**src/rtl/kempston_mouse.sv**
```systemverilog
// Kempston mouse port block: frame-coherent X/Y/button snapshot read via FADF/FBDF/FFDF.
// Latency: read data valid 1 clock after the IN cycle is first decoded.
// Backpressure: none; q is held for the whole IN cycle until iorq or rd drops.
module kempston_mouse #(
    parameter bit         FREEZE_ON_INT = 1'b1,
    parameter logic [4:0] BTN_FILL      = 5'b11111
) (
    input  logic        clock,
    input  logic        reset,
    input  logic        enable,
    input  logic        iorq,
    input  logic        rd,
    input  logic        m1,
    input  logic [15:0] a,
    input  logic        int_n,
    input  logic [7:0]  xaxis,
    input  logic [7:0]  yaxis,
    input  logic [2:0]  mbtns,
    output logic [7:0]  q,
    output logic        qe
);

    typedef enum logic {
        IDLE,
        HOLD
    } state_t;

    state_t     state;
    state_t     state_nxt;
    logic [7:0] sx;
    logic [7:0] sy;
    logic [2:0] sb;
    logic       int_q;
    logic       hit;
    logic       frame_edge;
    logic       shadow_ld;
    logic [7:0] sel_dat;
    logic [7:0] q_nxt;
    logic       qe_nxt;
    logic       unused_a;

    // Only a[7:0], a[8] and a[10] take part in the Kempston decode.
    assign unused_a = ^{a[15:11], a[9]};

    assign hit        = enable & iorq & rd & ~m1 & (a[7:0] == 8'hDF);
    assign frame_edge = int_q & ~int_n;
    assign shadow_ld  = FREEZE_ON_INT ? frame_edge : (state == IDLE);

    always_comb begin
        sel_dat = sx;
        if (!a[8]) begin
            sel_dat = {BTN_FILL, sb};
        end else if (a[10]) begin
            sel_dat = sy;
        end
    end

    always_ff @(posedge clock or negedge reset) begin
        if (!reset) begin
            int_q <= 1'b1;
            sx    <= 8'h00;
            sy    <= 8'h00;
            sb    <= 3'b111;
        end else begin
            int_q <= int_n;
            if (shadow_ld) begin
                sx <= xaxis;
                sy <= yaxis;
                sb <= mbtns;
            end
        end
    end

    // q is sampled from the pre-update shadows, so a frame edge coinciding
    // with the hit returns the previous frame's snapshot.
    always_comb begin
        state_nxt = state;
        q_nxt     = q;
        qe_nxt    = qe;
        case (state)
            IDLE: begin
                qe_nxt = 1'b0;
                if (hit) begin
                    q_nxt     = sel_dat;
                    qe_nxt    = 1'b1;
                    state_nxt = HOLD;
                end
            end
            HOLD: begin
                if (!enable || !iorq || !rd) begin
                    qe_nxt    = 1'b0;
                    state_nxt = IDLE;
                end
            end
            default: begin
                qe_nxt    = 1'b0;
                state_nxt = IDLE;
            end
        endcase
    end

    always_ff @(posedge clock or negedge reset) begin
        if (!reset) begin
            state <= IDLE;
            q     <= 8'hFF;
            qe    <= 1'b0;
        end else begin
            state <= state_nxt;
            q     <= q_nxt;
            qe    <= qe_nxt;
        end
    end

endmodule

```
**config.mk**
```make
export PLATFORM = sky130hd
export DESIGN_NAME = kempston_mouse
export DESIGN_NICKNAME = d
export VERILOG_FILES = /design/src/rtl/kempston_mouse.sv
export SDC_FILE = /design/constraint.sdc
export NUM_CORES = 1
export LEC_CHECK = 0
export ABC_AREA = 1
export ABC_CLOCK_PERIOD_IN_PS = 3580
export CORE_MARGIN = 2
export CORE_UTILIZATION = 40
export DETAILED_ROUTE_END_ITERATION = 8
export DONT_BUFFER_PORTS = 1
export RECOVER_POWER = 50
export SETUP_SLACK_MARGIN = 0.3
export SYNTH_ARGS = -nofsm -noshare
export SYNTH_HDL_FRONTEND = slang
export SYNTH_SLANG_ARGS = --single-unit
```
**constraint.sdc**
```tcl
create_clock -name clock -period 3.58 [get_ports clock]
set_input_delay 0.895 -clock clock [delete_from_list [all_inputs] [get_ports clock]]
set_output_delay 0.895 -clock clock [all_outputs]
set_load 0.01 [all_outputs]
```
==> summary.md, run 1 <==
| Metric | Value |
|---|---|
| Status | `complete, no violations` |
| Actual transition at the worst max-transition pin | `1000 ps` |
| Top cell family by delay on the critical path | `simple AND/OR/NAND/NOR gates` |
| Residual DRC | `0` |
| Core region area | `3340 um^2` |
| Maximum clock skew at final layout | `3.15 ps` |
| Total congestion overflow | `0` |
| Worst slack, placed | `1900 ps` |
| Initial standard-cell utilization of the core | `41.8%` |
| Detailed-routing iteration count for the pre-antenna-repair pass | `4` |
| Yosys synthesis warning count | `0` |
| Fraction of the mapped netlist area in compound gates | `2.51%` |
| Share of layout cells above drive strength 1 | `roughly 23%` |
| CP Cell Sequence | `inv_1 -> nand2_1 -> mux2_2` |
| Largest stage delay on the critical path | `720 ps` |
| Maximum achievable frequency | `543 MHz` |
| Number of clock sinks | `30` |
| Die Outline Area | `3980 um^2` |
| Total count of max-transition violations in the final report | `0` |
| Adder-cell area share of the yosys netlist | `0%` |
| Crit end category | `flop` |
| Worst-path clk slew | `90 ps` |
| Largest family of logic cells by synthesized area | `simple AND/OR/NAND/NOR gates` |
| Maximum number of pins on one net before global-route repair | `31` |
| Leak | `0.766 nW` |
| Initial antenna violation count | `0` |
| Maximum fanout encountered on the critical timing path | `25` |
| Number of distinct standard cells referenced by the synthesized netlist | `18` |
| Site Rows | `21` |
| Number of synthesized register bits | `30` |
| Cell at the slowest stage of the critical path | `sky130_fd_sc_hd__nand2_1` |
| Worst max-slew margin expressed relative to the limit | `33.0%` |
| Element type at the critical path start | `primary input` |
| HPWL Detailed | `approximately 1900 um` |
| Clock H-tree levels | `2` |
| Crit path time final | `1840 ps` |
| Gr usage total | `14.1%` |
| First-pass GRT wire length | `4300 um` |
| Resized cells post-CTS | `0` |
| Final count of negative-setup-slack endpoints | `0` |
| Area added between synthesis and finish | `7.26%` |
| Number of buffers inserted during clock tree synthesis | `5` |
| Total wirelength of the detailed-routed design | `2550 um` |
| Max-cap violations | `0` |
| Vias per Instance | `4.60` |
| Post-synthesis simple-gate area fraction | `23.4%` |
| Post-Synthesis Net Count | `192` |
| Count of final hold-check violations | `0` |
| Post-synth design cell area | `1400 um^2` |
| Crit Path Class | `in2reg` |
| Final GP Congestion | `0.726` |
| Least setup slack across all paths after layout | `1740 ps` |
| Number of standard cells after synthesis | `150` |
| Routed vias | `920` |
| Xor and xnor fraction of the mapped netlist area | `0%` |
| Fraction of the yosys area taken by sequential cells | `54.9%` |
| Die Y | `63.1 um` |
| Clock latency of the later-clocked register in the worst-skew pair | `320 ps` |
| Post-CTS Hold Buffers | `0` |
| Library cell used as clock root buffer | `sky130_fd_sc_hd__clkbuf_4` |
| # IOs | `51` |
| Initial DRC Count | `24` |
| RSZ-0062 raised after global routing | `no` |
| Syn_area_per_cell | `9.30 um^2` |
| Via count of the first global-routing pass | `973` |
| Maximum root-to-sink buffer count | `2` |
| Count of input and output buffers | `0` |
| Tot Pwr | `0.000709 W` |
| Data arrival at the endpoint of the critical path | `slightly above 2000 ps` |
| Share of cell area taken by muxes after synthesis | `12.6%` |
| Kind of path behind the tightest hold check | `in2async` |
| Worst hold slack | `260 ps` |
| Crit share post-route | `51.5%` |
| Sum Neg Setup Slack | `0 ps` |
| Setup repair bufs after CTS | `0` |
| Horiz. Die Dim | `63.1 um` |
| Remaining antenna violation count | `0` |
| Final routed wire length divided by cell count | `12.7 um` |
| TritonCTS clock tree | `yes` |
| Total buffers and inverters traversed by the critical path | `1` |
| Final-stage net count | `195` |
| Required time of the critical path | `3790 ps` |
| Power Density | `474 nW/um^2` |
| Diode insertion count for antenna repair | `0` |
| Worst vdd ir | `0.000244 V` |
cell type report:
type	instances	area, um^2
Clock buffer	8	78.8
Inverter	17	63.8
Fill cell	353	1840
Tap cell	46	57.6
Sequential cell	30	766
Multi-Input combinational cell	99	531
layer usage:
| metal | GRT usage [%] | wire length [um] | vias up |
|---|---|---|---|
| li1 | - | - | 466 |
| met5 | 0 | 0 | - |
| met4 | 5.83 | 43 | 0 |
| met2 | 21.8 | 1190 | 34 |
| met3 | 6.07 | 217 | 4 |
| met1 | 17.2 | 1100 | 416 |
state kept, by name (all words and copies together), names as in the netlist:
name / cells
state: 1
sy: 8
qe: 1
q: 8
sb: 3
sx: 8
int_q: 1
worst reg2reg max path: cells and delay by family, from the launching register on:
family,cells,cell delay [ps]
AND/OR/NAND/NOR,1,560
flip-flops,1,530
multiplexers,1,540
placed cells by master (no fill, tap or decap), drive strengths merged:
master and n:
nand3 10, o21ai 1, dfrtp 18, nor2 12
a21oi 6, dfstp 12, clkbuf 8, mux2 13
inv 17, nand2 57
power breakdown:
part | total [W] | switching, W | internal [W]
registers | 0.000391 | 0.0000157 | 0.000376
logic | 0.0000735 | 0.0000323 | 0.0000411
clock network | 0.000244 | 0.000110 | 0.000134
worst paths after layout:
path                       start     to  slack [ps]  cells past startpoint
min in group clock          q[3]   q[3]         490                      2
min reg2reg                 q[3]   q[3]         490                      2
max in group asynchronous  reset   q[5]        3140                      0
max                        int_n  sx[7]        1740                      3
min                        reset  sy[3]         260                      0
max reg2reg                int_q  sy[3]        1850                      2
kinds of logic (layout without fill, tap and decap cells):
| logic type | count (synthesis) | after routing |
|---|---|---|
| mux | 13 | 13 |
| simple gates | 79 | 79 |
| buf+inv | 21 | 25 |
| flops | 30 | 30 |
| compound gates | 7 | 7 |
cells in the mapped netlist:
cell type	n	area share [%]
sky130_fd_sc_hd__inv_2	1	0.27
sky130_fd_sc_hd__buf_4	1	0.54
sky130_fd_sc_hd__nor2_1	11	3.0
sky130_fd_sc_hd__buf_2	1	0.36
sky130_fd_sc_hd__mux2_4	8	8.6
sky130_fd_sc_hd__nand2_1	55	15
sky130_fd_sc_hd__a21oi_1	6	2.2
sky130_fd_sc_hd__nor2_4	1	0.81
sky130_fd_sc_hd__inv_1	16	4.3
sky130_fd_sc_hd__o21ai_0	1	0.36
sky130_fd_sc_hd__mux2_2	5	4.0
sky130_fd_sc_hd__nand2_2	1	0.45
sky130_fd_sc_hd__dfrtp_1	18	32
sky130_fd_sc_hd__nand3_1	10	3.6
sky130_fd_sc_hd__dfstp_2	12	23
sky130_fd_sc_hd__buf_6	1	0.81
sky130_fd_sc_hd__clkbuf_1	1	0.27
sky130_fd_sc_hd__nand2_4	1	0.81
through the flow:
| step | util (%) | std cells | instance area (um^2) |
|---|---|---|---|
| 4_1_cts | 45.1 | 200 | 1500 |
| 2_1_floorplan | - | 150 | 1400 |
| 3_3_place_gp | 42.7 | 192 | 1430 |
| 6_report | 44.8 | 200 | 1500 |
| 3_5_place_dp | 42.7 | 192 | 1430 |
| 5_1_grt | 44.8 | 200 | 1500 |
Power figures use the tool's default switching activity.
==> inputs of run 2 (changes only) <==
--- a/config.mk
+++ b/config.mk
@@ -6,7 +6,7 @@
 export NUM_CORES = 1
 export LEC_CHECK = 0
 export ABC_AREA = 1
-export ABC_CLOCK_PERIOD_IN_PS = 3580
+export ABC_CLOCK_PERIOD_IN_PS = 1700
 export CORE_MARGIN = 2
 export CORE_UTILIZATION = 40
 export DETAILED_ROUTE_END_ITERATION = 8
==> constraint.sdc (replaced) <==
create_clock -name clock -period 1.7 [get_ports clock]
set_input_delay 0.425 -clock clock [delete_from_list [all_inputs] [get_ports clock]]
set_output_delay 0.425 -clock clock [all_outputs]
set_load 0.01 [all_outputs]
==> run 2 against run 1 <==
Power increased by 120%. Critical path depth decreased by 1. Setup slack got worse by 1400 ps. Non-clock buffer count increased by 2. Die area unchanged. Critical path type is now reg2reg.
==> summary.md, run 2 (synthesis results as in run 1) <==
| Metric | Value |
|---|---|
| Status | `complete, no violations` |
| Core region area | `3340 um^2` |
| Number of buffers inserted during clock tree synthesis | `5` |
| Die Outline Area | `3980 um^2` |
| Routed wl met2 | `~1200 um` |
| Routed vias | `954` |
| # IOs | `slightly above 50` |
| Part of the total power dissipated in the clock network | `roughly 37%` |
| Placed instance area | `approximately 1400 um^2` |
| Combinational Power Share | `between 10 and 15%` |
| Via count of the first global-routing pass | `985` |
| WL met1 | `1100 um` |
| Initial DRC Count | `26` |
| Site Rows | `21` |
| RSZ-0062 raised after global routing | `no` |
| Maximum fanout encountered on the critical timing path | `25` |
| Most common cell after layout, fill and taps aside | `sky130_fd_sc_hd__nand2_1` |
| Final GP Congestion | `0.726` |
| Final routed wire length divided by cell count | `12.8 um` |
| Max-cap violations | `0` |
| Crit share post-route | `between 80% and 90%` |
| Count of input and output buffers | `0` |
| Final-stage net count | `197` |
| Routed length on met3 | `212 um` |
| Crit Path Class | `reg2reg` |
| Largest stage delay on the critical path | `around 530 ps` |
| Switching part of the total | `between 20 and 25%` |
| Detailed-routing iteration count for the pre-antenna-repair pass | `4` |
| Actual transition at the worst max-transition pin | `697 ps` |
| Layout Cell Area excl Fill | `1520 um^2` |
| CP Cell Sequence | `nand2_2 -> mux2_4` |
| Count of final hold-check violations | `0` |
| Horiz. Die Dim | `63.1 um` |
| Data arrival at the endpoint of the critical path | `1610 ps` |
| Required time of the critical path | `1920 ps` |
| Area added between synthesis and finish | `8.79%` |
| Worst-path clk slew | `100 ps` |
| Top cell family by delay on the critical path | `flip-flops` |
| Sw power | `0.000348 W` |
| Final count of negative-setup-slack endpoints | `0` |
| Least setup slack across all paths after layout | `310 ps` |
| Clock latency of the later-clocked register in the worst-skew pair | `330 ps` |
| Maximum number of pins on one net before global-route repair | `31` |
| Crit path time final | `1390 ps` |
| Share of power burned in registers | `52.2%` |
| TritonCTS clock tree | `yes` |
| Total wirelength of the detailed-routed design | `2580 um` |
| Total buffers and inverters traversed by the critical path | `0` |
| Number of clock sinks | `30` |
| Residual DRC | `0` |
| Highest layer used for signal routing | `met4` |
| Library cell used as clock root buffer | `sky130_fd_sc_hd__clkbuf_4` |
| Worst vdd ir | `0.000494 V` |
| Kind of path behind the tightest hold check | `in2reg` |
| Leak | `approximately 0.77 nW` |
| Die Y | `63.1 um` |
| Total count of max-transition violations in the final report | `0` |
| Post-CTS Hold Buffers | `2` |
| First-pass GRT wire length | `4400 um` |
| Initial standard-cell utilization of the core | `approximately two fifths` |
| Total congestion overflow | `0` |
| Initial antenna violation count | `0` |
| Setup repair bufs after CTS | `0` |
| Vias per Instance | `4.72` |
| Element type at the critical path start | `flop` |
| Maximum root-to-sink buffer count | `2` |
| Worst max-slew margin expressed relative to the limit | `53.5%` |
| Commonest cells after routing, fill and taps aside | `sky130_fd_sc_hd__nand2_1, sky130_fd_sc_hd__dfrtp_1, sky130_fd_sc_hd__inv_1` |
| Diode insertion count for antenna repair | `0` |
| Resized cells post-CTS | `0` |
| Cell at the slowest stage of the critical path | `sky130_fd_sc_hd__dfstp_2` |
| Gr usage total | `between 10% and 20%` |
| Power Density | `1040 nW/um^2` |
| Remaining antenna violation count | `0` |
| Crit end category | `flop` |
| Clock H-tree levels | `2` |
| Worst slack, placed | `485 ps` |
| Share of layout cells above drive strength 1 | `23.1%` |
| HPWL Detailed | `1940 um` |
| Maximum achievable frequency | `719 MHz` |
| Sum Neg Setup Slack | `0 ps` |
| Top Registers | `q x8, sx x8, sy x8` |
| Maximum clock skew at final layout | `about 12 ps` |
| Power Internal | `0.00123 W` |
## run 2: cell count changes in the layout (fill, tap and decap cells not counted), sizes merged
cell,delta
bufinv,+1
dlygate4sd3,+1
## run 2: power groups by stage
stage | Clock [W] | Sequential, W | Combinational [W]
floorplan | 0 | 0.000827 | 0.000145
global placement | 0 | 0.000835 | 0.000150
detailed placement | 0 | 0.000838 | 0.000157
CTS | 0.000601 | 0.000825 | 0.000179
global route | 0.000638 | 0.000832 | 0.000196
finish | 0.000584 | 0.000824 | 0.000170
## run 2: stage by stage
| stage | hold slack (ps) | util, % | total power (W) | cells |
|---|---|---|---|---|
| global placement | 131 | 42.7 | 0.000985 | 192 |
| finish | 94.0 | 45.5 | 0.00158 | 202 |
| CTS | 77.9 | 46.2 | 0.00160 | 202 |
| global route | 71.0 | 45.5 | 0.00167 | 202 |
| detailed placement | 131 | 42.7 | 0.000995 | 192 |
| floorplan | 129 | - | 0.000972 | 150 |
## run 2: layout make-up
cell class | count | area (um^2)
clock buffers | 7 | 55.1
clock inverters | 1 | 30.0
fillers | 350 | 1820
inverters | 17 | 63.8
multi-input cells | 99 | 531
flip-flops and latches | 30 | 766
well taps | 46 | 57.6
repair buffers | 2 | 15.0
## run 2: per-layer routing
| layer | vias up | GRT usage (%) |
|---|---|---|
| met2 | 38 | 22.3 |
| met3 | 8 | 5.89 |
| li1 | 474 | - |
| met5 | - | 0 |
| met4 | 0 | 8.33 |
| met1 | 434 | 17.0 |
## run 2: final timing paths
path / from / to / slack (ps) / cells after the start
max in group asynchronous: reset / sy[2] / 530 / 2
hold / removal: int_n / int_q / 90 / 0
setup reg to reg: int_q / sy[3] / 310 / 2
setup / recovery: int_q / sy[3] / 310 / 2
min in group asynchronous: reset / sy[3] / 710 / 2
hold reg to reg: q[0] / q[0] / 490 / 2
## run 2: worst register-to-register path, delay by kind of cell (launching register included)
family           cells  cell delay (ps)
flip-flops           1              530
AND/OR/NAND/NOR      1              320
multiplexers         1              440
==> inputs of run 3 (changes only) <==
--- a/config.mk
+++ b/config.mk
@@ -6,7 +6,7 @@
 export NUM_CORES = 1
 export LEC_CHECK = 0
 export ABC_AREA = 1
-export ABC_CLOCK_PERIOD_IN_PS = 1700
+export ABC_CLOCK_PERIOD_IN_PS = 1200
 export CORE_MARGIN = 2
 export CORE_UTILIZATION = 40
 export DETAILED_ROUTE_END_ITERATION = 8
==> constraint.sdc (replaced) <==
create_clock -name clock -period 1.2 [get_ports clock]
set_input_delay 0.3 -clock clock [delete_from_list [all_inputs] [get_ports clock]]
set_output_delay 0.3 -clock clock [all_outputs]
set_load 0.01 [all_outputs]
==> run 3 against run 2 <==
The flow now finishes with violations (negative hold slack, negative setup slack). Sequential share of layout area decreased by 2.2 points. First-iteration DRC count is 54% higher. Design area up 4.5%. Combinational power grew 54%. Critical path depth shrank 2. Via count increased by 4.6%. Flip-flop and latch count stayed put. Highest routed layer unchanged.
==> summary.md, run 3 (synthesis results as in run 1) <==
| Metric | Value |
|---|---|
| Maximum achievable frequency | `831 MHz` |
| Worst hold slack | `-346 ps` |
| Worst-path clk slew | `90 ps` |
| Share of layout cells above drive strength 1 | `~31%` |
| Worst max-slew margin expressed relative to the limit | `76.7%` |
| Final routed wire length divided by cell count | `approximately 14 um` |
| Die Outline Area | `3980 um^2` |
| Total count of max-transition violations in the final report | `0` |
| Vias per Instance | `4.84` |
| Critical R2R Capture | `sx[6]` |
| Element type at the critical path start | `flop` |
| Power Density | `1250 nW/um^2` |
| Commonest cells after routing, fill and taps aside | `sky130_fd_sc_hd__nand2_1, sky130_fd_sc_hd__dfrtp_1, sky130_fd_sc_hd__inv_1` |
| Worst Reg-to-Reg Cells | `2` |
| Initial DRC Count | `40` |
| Number of non-filler instances in the completed layout | `206` |
| Gr usage total | `16.4%` |
| Number of stages on the worst setup path | `0` |
| Area added between synthesis and finish | `13.6%` |
| Utilization of the core after routing | `47.5%` |
| Count of input and output buffers | `0` |
| Core region area | `3340 um^2` |
| Worst reg-to-reg setup slack | `-3 ps` |
| Maximum number of pins on one net before global-route repair | `31` |
| HPWL Detailed | `between 1500 and 2000 um` |
| Final count of negative-setup-slack endpoints | `2` |
| Initial antenna violation count | `0` |
| Maximum clock skew at final layout | `12.6 ps` |
| Post-CTS Hold Buffers | `1` |
| Data arrival at the endpoint of the critical path | `900 ps` |
| Count of final hold-check violations | `30` |
| Worst slack, placed | `17.9 ps` |
| Horiz. Die Dim | `approximately 63 um` |
| Most common cell after layout, fill and taps aside | `sky130_fd_sc_hd__nand2_1` |
| Actual transition at the worst max-transition pin | `about 350 ps` |
| Status | `finished, violations left` |
| Launch point of the worst reg-to-reg path | `int_q` |
| First-pass GRT wire length | `5000 um` |
| Final-stage net count | `between 200 and 250` |
| Crit end category | `primary output` |
| Max-cap violations | `0` |
| Die Y | `63.1 um` |
| Crit path time final | `1200 ps` |
| Crit share post-route | `100%` |
| Site Rows | `21` |
| Required time of the critical path | `approximately 900 ps` |
| Initial standard-cell utilization of the core | `41.8%` |
| Via count of the first global-routing pass | `1020` |
| Clock latency of the later-clocked register in the worst-skew pair | `330 ps` |
| TritonCTS clock tree | `yes` |
| RSZ-0062 raised after global routing | `yes` |
| Worst Setup EP | `q[0]` |
| Diode insertion count for antenna repair | `0` |
| # IOs | `51` |
| Remaining antenna violation count | `0` |
| Clock H-tree levels | `2` |
| Worst vdd ir | `0.000683 V` |
| Violated checks | `negative hold slack, negative setup slack` |
| Total congestion overflow | `0` |
| Final GP Congestion | `0.724` |
| Total wirelength of the detailed-routed design | `2850 um` |
| Least setup slack across all paths after layout | `-3.13 ps` |
| Crit. Startpoint | `q[0]` |
| Maximum fanout encountered on the critical timing path | `2` |
| Library cell used as clock root buffer | `sky130_fd_sc_hd__clkbuf_4` |
| Cell Count Post-Placement | `193` |
| Routed vias | `998` |
| Maximum root-to-sink buffer count | `2` |
| Top Registers | `q x8, sx x8, sy x8` |
| Sum Neg Setup Slack | `-4.54 ps` |
| Residual DRC | `0` |
| Crit Path Class | `reg2out` |
| Detailed-routing iteration count for the pre-antenna-repair pass | `4` |
| Kind of path behind the tightest hold check | `in2async` |
| Number of clock sinks | `30` |
| Number of buffers inserted during clock tree synthesis | `5` |
| Leak | `0.822 nW` |
==> run 3: what timing repair did <==
action,CTS,global route
gates cloned,3,0
hold endpoints to repair,31,30
endpoints found under the setup margin,38,38
resized for setup,8,11
buffers inserted,1,0
pin swaps,5,9
==> run 3: metal layers <==
metal  GRT usage [%]  wire length (um)  vias up
met1            20.7              1190      469
met3            6.43               243        6
met2            25.0              1370       38
met5               0                 0        -
met4            6.67                57        0
li1                -                 -      485
==> run 3: worst min-delay path by stage <==
stage | cells past startpoint | startpoint | endpoint | slack (ps)
6_report | 0 | reset | state | -350
5_1_grt | 0 | reset | sx[0] | -380
4_1_cts | 0 | reset | state | -360
3_5_place_dp | 0 | reset | state | 5
3_3_place_gp | 0 | reset | state | 5
2_1_floorplan | 0 | reset | qe | 4
==> run 3: cell type report <==
class,count,area (um^2)
Multi-Input combinational cell,102,624
Fill cell,347,1750
Inverter,17,63.8
Tap cell,46,57.6
Timing Repair Buffer,3,25.0
Sequential cell,30,766
Clock buffer,8,48.8
==> run 3: through the flow <==
stage	instance area [um^2]	power [W]
after floorplan	1400	0.00138
final	1590	0.00199
after detailed placement	1430	0.00142
after global routing	1590	0.00211
after global placement	1430	0.00140
after CTS	1550	0.00201
==> run 3: power breakdown <==
part | internal [W] | switching (W)
clock | 0.000233 | 0.000316
sequential | 0.00112 | 0.0000546
combinational | 0.000146 | 0.000115
